==> src/rtl/alu_result_serializer.sv <==
// alu_result_serializer: captures an ALU result with its op code and streams it as a header beat plus N/W chunks
module alu_result_serializer #(
    parameter int N = 128,
    parameter int W = 8
) (
    input  logic                       clk,
    input  logic                       rst,
    input  logic                       in_valid,
    output logic                       in_ready,
    input  logic [N-1:0]               result,
    input  logic [3:0]                 ALUControl,
    output logic                       out_valid,
    input  logic                       out_ready,
    output logic [W-1:0]               out_data,
    output logic                       out_last,
    output logic [$clog2(N/W+1)-1:0]   out_idx,
    output logic                       flag_z,
    output logic                       flag_n
);
    localparam int C  = N / W;
    localparam int IW = $clog2(C + 1);

    typedef enum logic [1:0] {IDLE, HEADER, DATA} state_t;

    state_t          state, state_n;
    logic [N-1:0]    sh;
    logic [3:0]      op;

    assign in_ready  = state == IDLE;
    assign out_valid = state != IDLE;
    assign out_last  = state == DATA && out_idx == IW'(C);

    // state register; reset abandons any transfer in flight
    always_ff @(posedge clk or posedge rst)
        if (rst) state <= IDLE;
        else     state <= state_n;

    // next state: capture, header handshake, then chunks until the last one is taken
    always_comb begin
        state_n = state;
        case (state)
            IDLE:    state_n = in_valid ? HEADER : IDLE;
            HEADER:  state_n = out_ready ? DATA : HEADER;
            DATA:    state_n = out_ready && out_last ? IDLE : DATA;
            default: state_n = IDLE;
        endcase
    end

    // capture result/op/flags in IDLE, then advance beat index and shift chunks out on each accept
    always_ff @(posedge clk or posedge rst)
        if (rst) begin
            sh      <= '0;
            op      <= '0;
            out_idx <= '0;
            flag_z  <= 1'b0;
            flag_n  <= 1'b0;
        end else if (state == IDLE && in_valid) begin
            sh      <= result;
            op      <= ALUControl;
            out_idx <= '0;
            flag_z  <= result == '0;
            flag_n  <= result[N-1];
        end else if (state == HEADER && out_ready) begin
            out_idx <= out_idx + IW'(1);
        end else if (state == DATA && out_ready && !out_last) begin
            sh      <= sh >> W;
            out_idx <= out_idx + IW'(1);
        end

    // output word: header holds {op, 2'b00, n, z} zero-extended, data holds the low chunk of sh
    always_comb begin
        out_data = '0;
        if (state == HEADER) out_data[7:0] = {op, 2'b00, flag_n, flag_z};
        else if (state == DATA) out_data = sh[W-1:0];
    end
endmodule

==> config.mk <==
export PLATFORM = sky130hd
export DESIGN_NAME = alu_result_serializer
export DESIGN_NICKNAME = d
export VERILOG_FILES = /design/src/rtl/alu_result_serializer.sv
export SDC_FILE = /design/constraint.sdc
export NUM_CORES = 1
export LEC_CHECK = 0
export CORE_MARGIN = 1.5
export CORE_UTILIZATION = 56
export CTS_CLUSTER_SIZE = 12
export DETAILED_ROUTE_END_ITERATION = 12
export PLACE_DENSITY = 0.84
export SYNTH_ARGS = -nofsm -noshare
export SYNTH_HDL_FRONTEND = slang
export SYNTH_SLANG_ARGS = --single-unit
export TNS_END_PERCENT = 100
==> constraint.sdc <==
create_clock -name clk -period 7.5 [get_ports clk]
set_input_delay 1.5 -clock clk [delete_from_list [all_inputs] [get_ports clk]]
set_output_delay 1.5 -clock clk [all_outputs]
set_load 0.1 [all_outputs]
Word-level counts from Yosys, hierarchy flattened. Index checks and enable logic that the tools add are counted. Widths: inputs -> output; s select.

Reduce and logical (&&, ||, !) cells: 13. Multiplexer cells: 12. Eq/ne operators: 4. Add/sub/neg operators: 1.

Operators by type and width (number): $mux 128 (3); $logic_not 128->1 (1); $mux 8 (2); $mux 5 (3); $logic_and 1x1->1 (6); $pmux 2 s3 (1); $add 5x1->5 const B (1); $eq 5x5->1 const B (1); $mux 2 (2); $reduce_bool 2->1 (2); $reduce_bool 3->1 (1); $eq 2x1->1 const B (1); $eq 2x2->1 const B (1); $logic_not 2->1 (1); $ne 2x2->1 const B (1); $reduce_and 2->1 (1); $logic_not 1->1 (1); $mux 1 (1).

Logic and storage cells: 36. Bits of input ports: 136. Flip-flop bits (word level): 141. Output and inout port bits: 18.

Depth between registers and ports, before layout.
Word-level depth: 7. Depth in mapped cells: 8. Depth with buffers taken out: 6.

Worst setup path before layout. OpenSTA, ideal clock, no wires.

Kind: register to output. Start point: register out_idx[0]. End point: output out_last. Buffers on the path: 0. Data required time: 6.000 ns. Arrival time: 3.350 ns. Path slack: 2.650 ns. Cell stages (with the launch flop): 5. Cell sequence: dfrtp_1 -> inv_1 -> ha_1 -> nand4bb_2 -> nor3_1.

Longest elaborated chain between the ends: 2.

RTL lines: start: declaration (RTL line 16) `output logic [$clog2(N/W+1)-1:0] out_idx,`; start signal: assignment (RTL line 64) `out_idx <= out_idx + IW'(1);`; start signal: assignment (RTL line 67) `out_idx <= out_idx + IW'(1);`; $eq 5x5->1 (RTL line 31) `assign out_last = state == DATA && out_idx == IW'(C);`; $logic_and 1x1->1 (RTL line 31); end: declaration (RTL line 15) `output logic out_last,`.

Every way passes these cells.

Final worst setup path.
Start point: register state[0]. End point: output out_data[5].

Longest elaborated chain between the ends: 3. Elaborated cells on any way between the ends: 4. Classes of those cells: 2 x eq/ne; 2 x mux.

RTL lines: start: declaration (RTL line 25) `state_t state, state_n;`; start signal: assignment (RTL line 36) `else state <= state_n;`; $eq 2x2->1 (RTL line 74) `else if (state == DATA) out_data = sh[W-1:0];`; $mux 8 (RTL line 74); $mux 8 (*) (RTL line 73) `if (state == HEADER) out_data[7:0] = {op, 2'b00, flag_n, flag_z};`; end: declaration (RTL line 14) `output logic [W-1:0] out_data,`.

Every way passes the cells marked *; elsewhere a longest branch is shown, timed or not.

==> impl_metrics.env <==
export IMPL_r2r_start="out_idx[0]"
export IMPL_hp_start="op[1]"
export IMPL_ir_drop_uv=183
export IMPL_synth_cell_type_count=27
export IMPL_start_util_pct=57.5
export IMPL_max_freq_ghz=0.229
export IMPL_setup_viol=0
export IMPL_status="finished, final reports clean"
export IMPL_critPathCaptureType="output pin"
export IMPL_min_period_ns=4.36
export IMPL_multi_input_area_mm2=0.00343
export IMPL_ff2ff_setup_slack_ns=4.44
export IMPL_vias_per_cell=5.48
export IMPL_diodes=0
export IMPL_tns_ns=0
export IMPL_synth_top_area_share_pct=48.6
export IMPL_max_slew_margin_rel_pct=34.1
export IMPL_power_w=0.00381
export IMPL_place_inst=1071
export IMPL_cts_tree="done"
export IMPL_power_density_mw_per_mm2=406
export IMPL_layout_nets=1056
export IMPL_hold_buffers=0
export IMPL_pin_count=154
export IMPL_synth_top_area_cell="dfrtp_1"
export IMPL_critPathKind="flip-flop to output pin"
export IMPL_drtPass1Iterations=5
export IMPL_arrival_ns=2.86
export IMPL_die_area_mm2=0.0136
export IMPL_synth_edf_count=0
export IMPL_skew_ns=0.00668
export IMPL_portBuffers=153
export IMPL_grt_max_degree=95
export IMPL_cts_resized=0
export IMPL_finalCritPeriodShare_pct=58.1
export IMPL_worstPathRequired_ns=6.00
export IMPL_ys_seq_area_share_pct=48.6
export IMPL_rows=41
export IMPL_r2r_end="sh[82]"
export IMPL_grt_use_total_pct=29.1
export IMPL_clock_latency_ns=0.42
export IMPL_n_fill_cell=933
export IMPL_drt_iter0_markers=470
export IMPL_coreArea_mm2=0.0126
export IMPL_register_area_mm2=0.00353
export IMPL_avgSynthCellArea_um2=9.23
export IMPL_hold_viol_final=0
export IMPL_gr_total_overflow=0
export IMPL_ys_seq_elements=141
export IMPL_hp_class="flip-flop to flip-flop"
export IMPL_netlist_area_mm2=0.00726
export IMPL_synth_flop_cell="dfrtp_1"
export IMPL_place_hpwl_um=13100
export IMPL_synth_cells=786
export IMPL_max_slew_worst_pin_slew_ns=0.985
export IMPL_htree_levels=4
export IMPL_antenna_found_initial=0
export IMPL_fp_dieW_um=117
export IMPL_syn_nets=924
export IMPL_synth_area_leaders="dfrtp_1 (49%), nand2_1 (20%), mux2_2 (19%), nor4_1 (2.8%), a22o_1 (1.6%)"
export IMPL_cp_max_fo=12
export IMPL_hold_depth=2
export IMPL_drv_slew=0
export IMPL_grt_pass1_vias=5978
export IMPL_clockBufferDepth=2
export IMPL_wire_per_inst_um=17.2
export IMPL_synthTopCellsByCount="nand2_1 (380), dfrtp_1 (141), mux2_2 (121)"
export IMPL_numCtsBuffers=17
export IMPL_critPathLaunchType="flip-flop"
export IMPL_instances_no_fill=1103
export IMPL_drv_cap=0
export IMPL_num_vias=6048
export IMPL_p_leak_nw=4.50
export IMPL_yosysWarnings=0
export IMPL_rsz0062_at_grt="no"
export IMPL_cts_sinks=141
export IMPL_drc=0
export IMPL_hold_end="op[1]"
export IMPL_wl_um=18900
export IMPL_cts_root_buf="clkbuf_16"
export IMPL_post_cts_repair_setup_buffers=0
export IMPL_ff2ff_path_depth=8
export IMPL_gp_congestion=0.851
export IMPL_syn_to_final_growth_pct=29.3
export IMPL_clk_pin_slew_ns=0.06
export IMPL_chipHeight_um=117
export IMPL_yosysMostFrequentCell="nand2_1"
export IMPL_grt_pass1_wl_um=29800
export IMPL_ys_async_sr_fraction_pct=100
export IMPL_detail_route_antenna_nets=0
export IMPL_drive_gt1_share_pct=17.3
==> report_power, final <==
part	internal (W)	total (W)	switching, W
registers	0.00111	0.00132	0.000208
logic	0.000723	0.00165	0.000925
clock network	0.000540	0.000849	0.000309
total	0.00237	0.00381	0.00144
==> worst max-delay path by stage <==
stage	startpoint	to	slack [ns]
after floorplan	rst	flag_n	2.22
after CTS	state[0]	out_data[0]	3.10
after global placement	out_ready	sh[59]	3.23
after global routing	state[0]	out_data[0]	2.98
after detailed placement	out_ready	sh[82]	3.20
final	state[0]	out_data[5]	3.14
==> state kept, by name, indices dropped and copies added, names as in the netlist <==
| register | count |
|---|---|
| sh | 128 |
| flag_z | 1 |
| flag_n | 1 |
| out_idx | 5 |
| op | 4 |
| state | 2 |
==> cell type report <==
class	instances	area share, %
multi-input combinational	592	36.6
timing repair buffer	159	16.8
sequential	141	37.6
inverter	7	0.333
clock buffer	26	5.54
clock inverter	6	0.854
tap	172	2.29
==> worst max-delay path, cell delays in order, from the launching register on <==
cell             delay (ns)
dfrtp_1                0.58
nor2b_1                0.48
a22o_1                 0.24
clkdlybuf4s50_1        1.14
==> cells in the final DEF, fill, tap and decap left out, types with 2 or more instances in the layout <==
cell	instances
a22o_1	13
a32o_1	3
and2_1	2
buf_4	6
bufinv_16	2
clkbuf_1	3
clkbuf_16	17
clkbuf_8	6
clkdlybuf4s50_1	153
clkinv_2	4
dfrtp_1	141
ha_1	2
inv_1	6
mux2_2	121
mux2i_1	2
nand2_1	380
nand2b_1	2
nand3_1	4
nand4_1	9
nor2_1	4
nor2b_1	3
nor3_1	2
nor4_1	33
o21ai_0	6
==> per-layer routing <==
layer / global-route usage (%) / up-vias / part of all wire, %
li1: - / 2867 / -
met1: 38.0 / 2920 / 42
met2: 47.7 / 220 / 49
met3: 5.51 / 41 / 5.6
met4: 12.8 / 0 / 2.9
met5: 0 / - / 0
==> kinds of logic after synthesis <==
group                    Yosys count  synth area share, %
AO/OA/AOI/OAI                     24                 2.57
adder cells (fa/ha/maj)            2                0.345
buffers and inverters             53                 4.36
flip-flops                       141                 48.6
multiplexers                     123                 19.1
AND/OR/NAND/NOR                  443                 25.0
==> through the flow <==
step | util (%) | hold WS, ns | instance area, µm² | setup slack [ns]
2_1_floorplan | - | 0.446 | 7260 | 2.22
3_3_place_gp | 69.6 | 0.459 | 8780 | 3.23
3_5_place_dp | 69.6 | 0.469 | 8780 | 3.20
4_1_cts | 74.3 | 0.487 | 9380 | 3.10
5_1_grt | 74.3 | 0.512 | 9380 | 2.98
6_report | 74.3 | 0.490 | 9380 | 3.14
Power figures use the tool's default switching activity.
==> edit: new RTL, same settings <==
Make the reset (`rst`) synchronous in 2 clocked blocks.
--- a/src/rtl/alu_result_serializer.sv
+++ b/src/rtl/alu_result_serializer.sv
@@ -31,7 +31,7 @@
     assign out_last  = state == DATA && out_idx == IW'(C);
 
     // state register; reset abandons any transfer in flight
-    always_ff @(posedge clk or posedge rst)
+    always_ff @(posedge clk)
         if (rst) state <= IDLE;
         else     state <= state_n;
 
@@ -47,7 +47,7 @@
     end
 
     // capture result/op/flags in IDLE, then advance beat index and shift chunks out on each accept
-    always_ff @(posedge clk or posedge rst)
+    always_ff @(posedge clk)
         if (rst) begin
             sh      <= '0;
             op      <= '0;
Function: differs if rst is asserted again (counterexample within 4 cycles, from zero or initial values and one cycle with rst high); with rst held inactive, the same outputs for 10 cycles.
==> edit against the original RTL <==
  * Sequential cell count unchanged
  * Critical endpoint is now out_data[4]
  * Worst setup slack better by 0.079 ns
  * Wire length down 0.16%
  * Register-to-register slack worse by 0.02 ns
  * Clock skew up 0.0025 ns
  * Highest routed layer unchanged
  * Global-route usage up 0.55 points
  * Design area down 4.7%
  * Area after synthesis down 5.8%
Power is not compared: it rests on default switching activity, and its combinational part moved more than twofold at a synthesized area within 25%.
==> edit: results (changes against the original RTL) <==
status - completed
Worst R2R Start - state[1]
reg2reg end - sh[115]
initial antenna violation count - 0 (unchanged)
M2 GR Usage - 48.1% (+0.39 points)
CP endpoint - out_data[4]
largest net degree at the start of global routing - 116 (+22%)
Hold Startpoint - op[0]
Synth Flop Type - dfxtp_1
M3 GR Usage - 5.53% (+0.016 points)
RePlAce Congestion - 0.895 (+5.2%)
global-route wire length before repair - 29800 µm (about the same)
via count - 6481 (+7.2%)
r2r setup slk - 4.42 ns (-0.02 ns)
post-synthesis cell type count - 33 (+22%)
DP HPWL - 12600 µm (-3.7%)
WL/cell - 17.4 µm (+1.2%)
xor-xnor portion of the synthesized cell area - 0.384% (+0.38 points)
most frequent cells after synthesis - nand2_1 (255), dfxtp_1 (141), nor2_1 (136)
GR Util All Layers - 29.6% (+0.55 points)
Compound-Gate Fraction of Synth Area - 25.6% (+23 points)
Reg2Reg Depth - 6 (-2)
syn nets - 960 (+3.9%)
hold endpoint - op[0]
Min-Delay Path Class - flop to flop
worst hold slack - 0.457 ns (-0.0326 ns)
Slew @ Worst Pin - 1.06 ns (+0.0757 ns)
critical path launch point - state[0]
Synth async-reset ratio - 0% (-100 points)
multiplexer share of the synthesized area - 0% (-19 points)
Initial DRC Count - 769 (+64%)
filler cell count - 892 (-4.4%)
sequential share of the synthesized area - 41.3% (-7.3 points)
layout cells sized above 1 - 13.2% (-4.1 points)
crit path DAT - 2.78 ns (-0.08 ns)
nets@finish - 1066 (+0.95%)
GR Util met1 - 39.5% (+1.5 points)
worst clock skew - 0.00914 ns (+0.00245 ns)
## edit: cell count changes after synthesis, moves of 8 or more
cell	change
dfrtp_1	-141
dfxtp_1	+141
nor2_1	+132
nand2_1	-125
mux2_2	-121
a311oi_2	+80
a311oi_1	+40
clkbuf_1	+20
buf_2	+10
a21oi_1	+9
buf_6	-8
## edit: logic make-up (layout without fill, tap and decap cells)
kind of cell / Yosys count / in the layout
adders and majority gates: 2 / 2
AOI/OAI and AO/OA: 149 / 149
and+or+nand+nor: 449 / 449
buffers and inverters: 78 / 197
xor gates and xnor gates: 3 / 3
DFF: 141 / 141
## edit: power breakdown
part	internal, µW	switching [µW]
clock network	623	326
logic	183	275
registers	830	45.7
## edit: per-layer routing
metal | wire length (µm) | share of wire, % | vias up
li1 | - | - | 3135
met1 | 8230 | 44 | 3050
met2 | 9030 | 48 | 267
met3 | 1260 | 6.7 | 29
met4 | 367 | 1.9 | 0
met5 | 0 | 0 | -
## edit: cell type report
class	count	area, µm²	area share, %
Clock inverter	15	245	2.74
Sequential cell	141	2820	31.6
Clock buffer	17	425	4.76
Inverter	5	18.8	0.210
Timing Repair Buffer	160	1590	17.7
Tap cell	147	184	2.06
Multi-Input combinational cell	603	3650	40.9
## edit: worst min-delay path, delay by kind of cell, from the launching register on
family,cells,cell delay (ns)
flops,1,0.31
simple gates,1,0.05
compound gates,1,0.05
## edit: per-stage QoR
stage	setup WS, ns	std cells	area, µm²	power [µW]
floorplan	3.36	822	6830	1200
global placement	3.29	1056	8260	1320
detailed placement	3.18	1056	8260	1340
CTS	3.20	1088	8930	2280
global route	3.08	1088	8930	2370
finish	3.22	1088	8930	2280
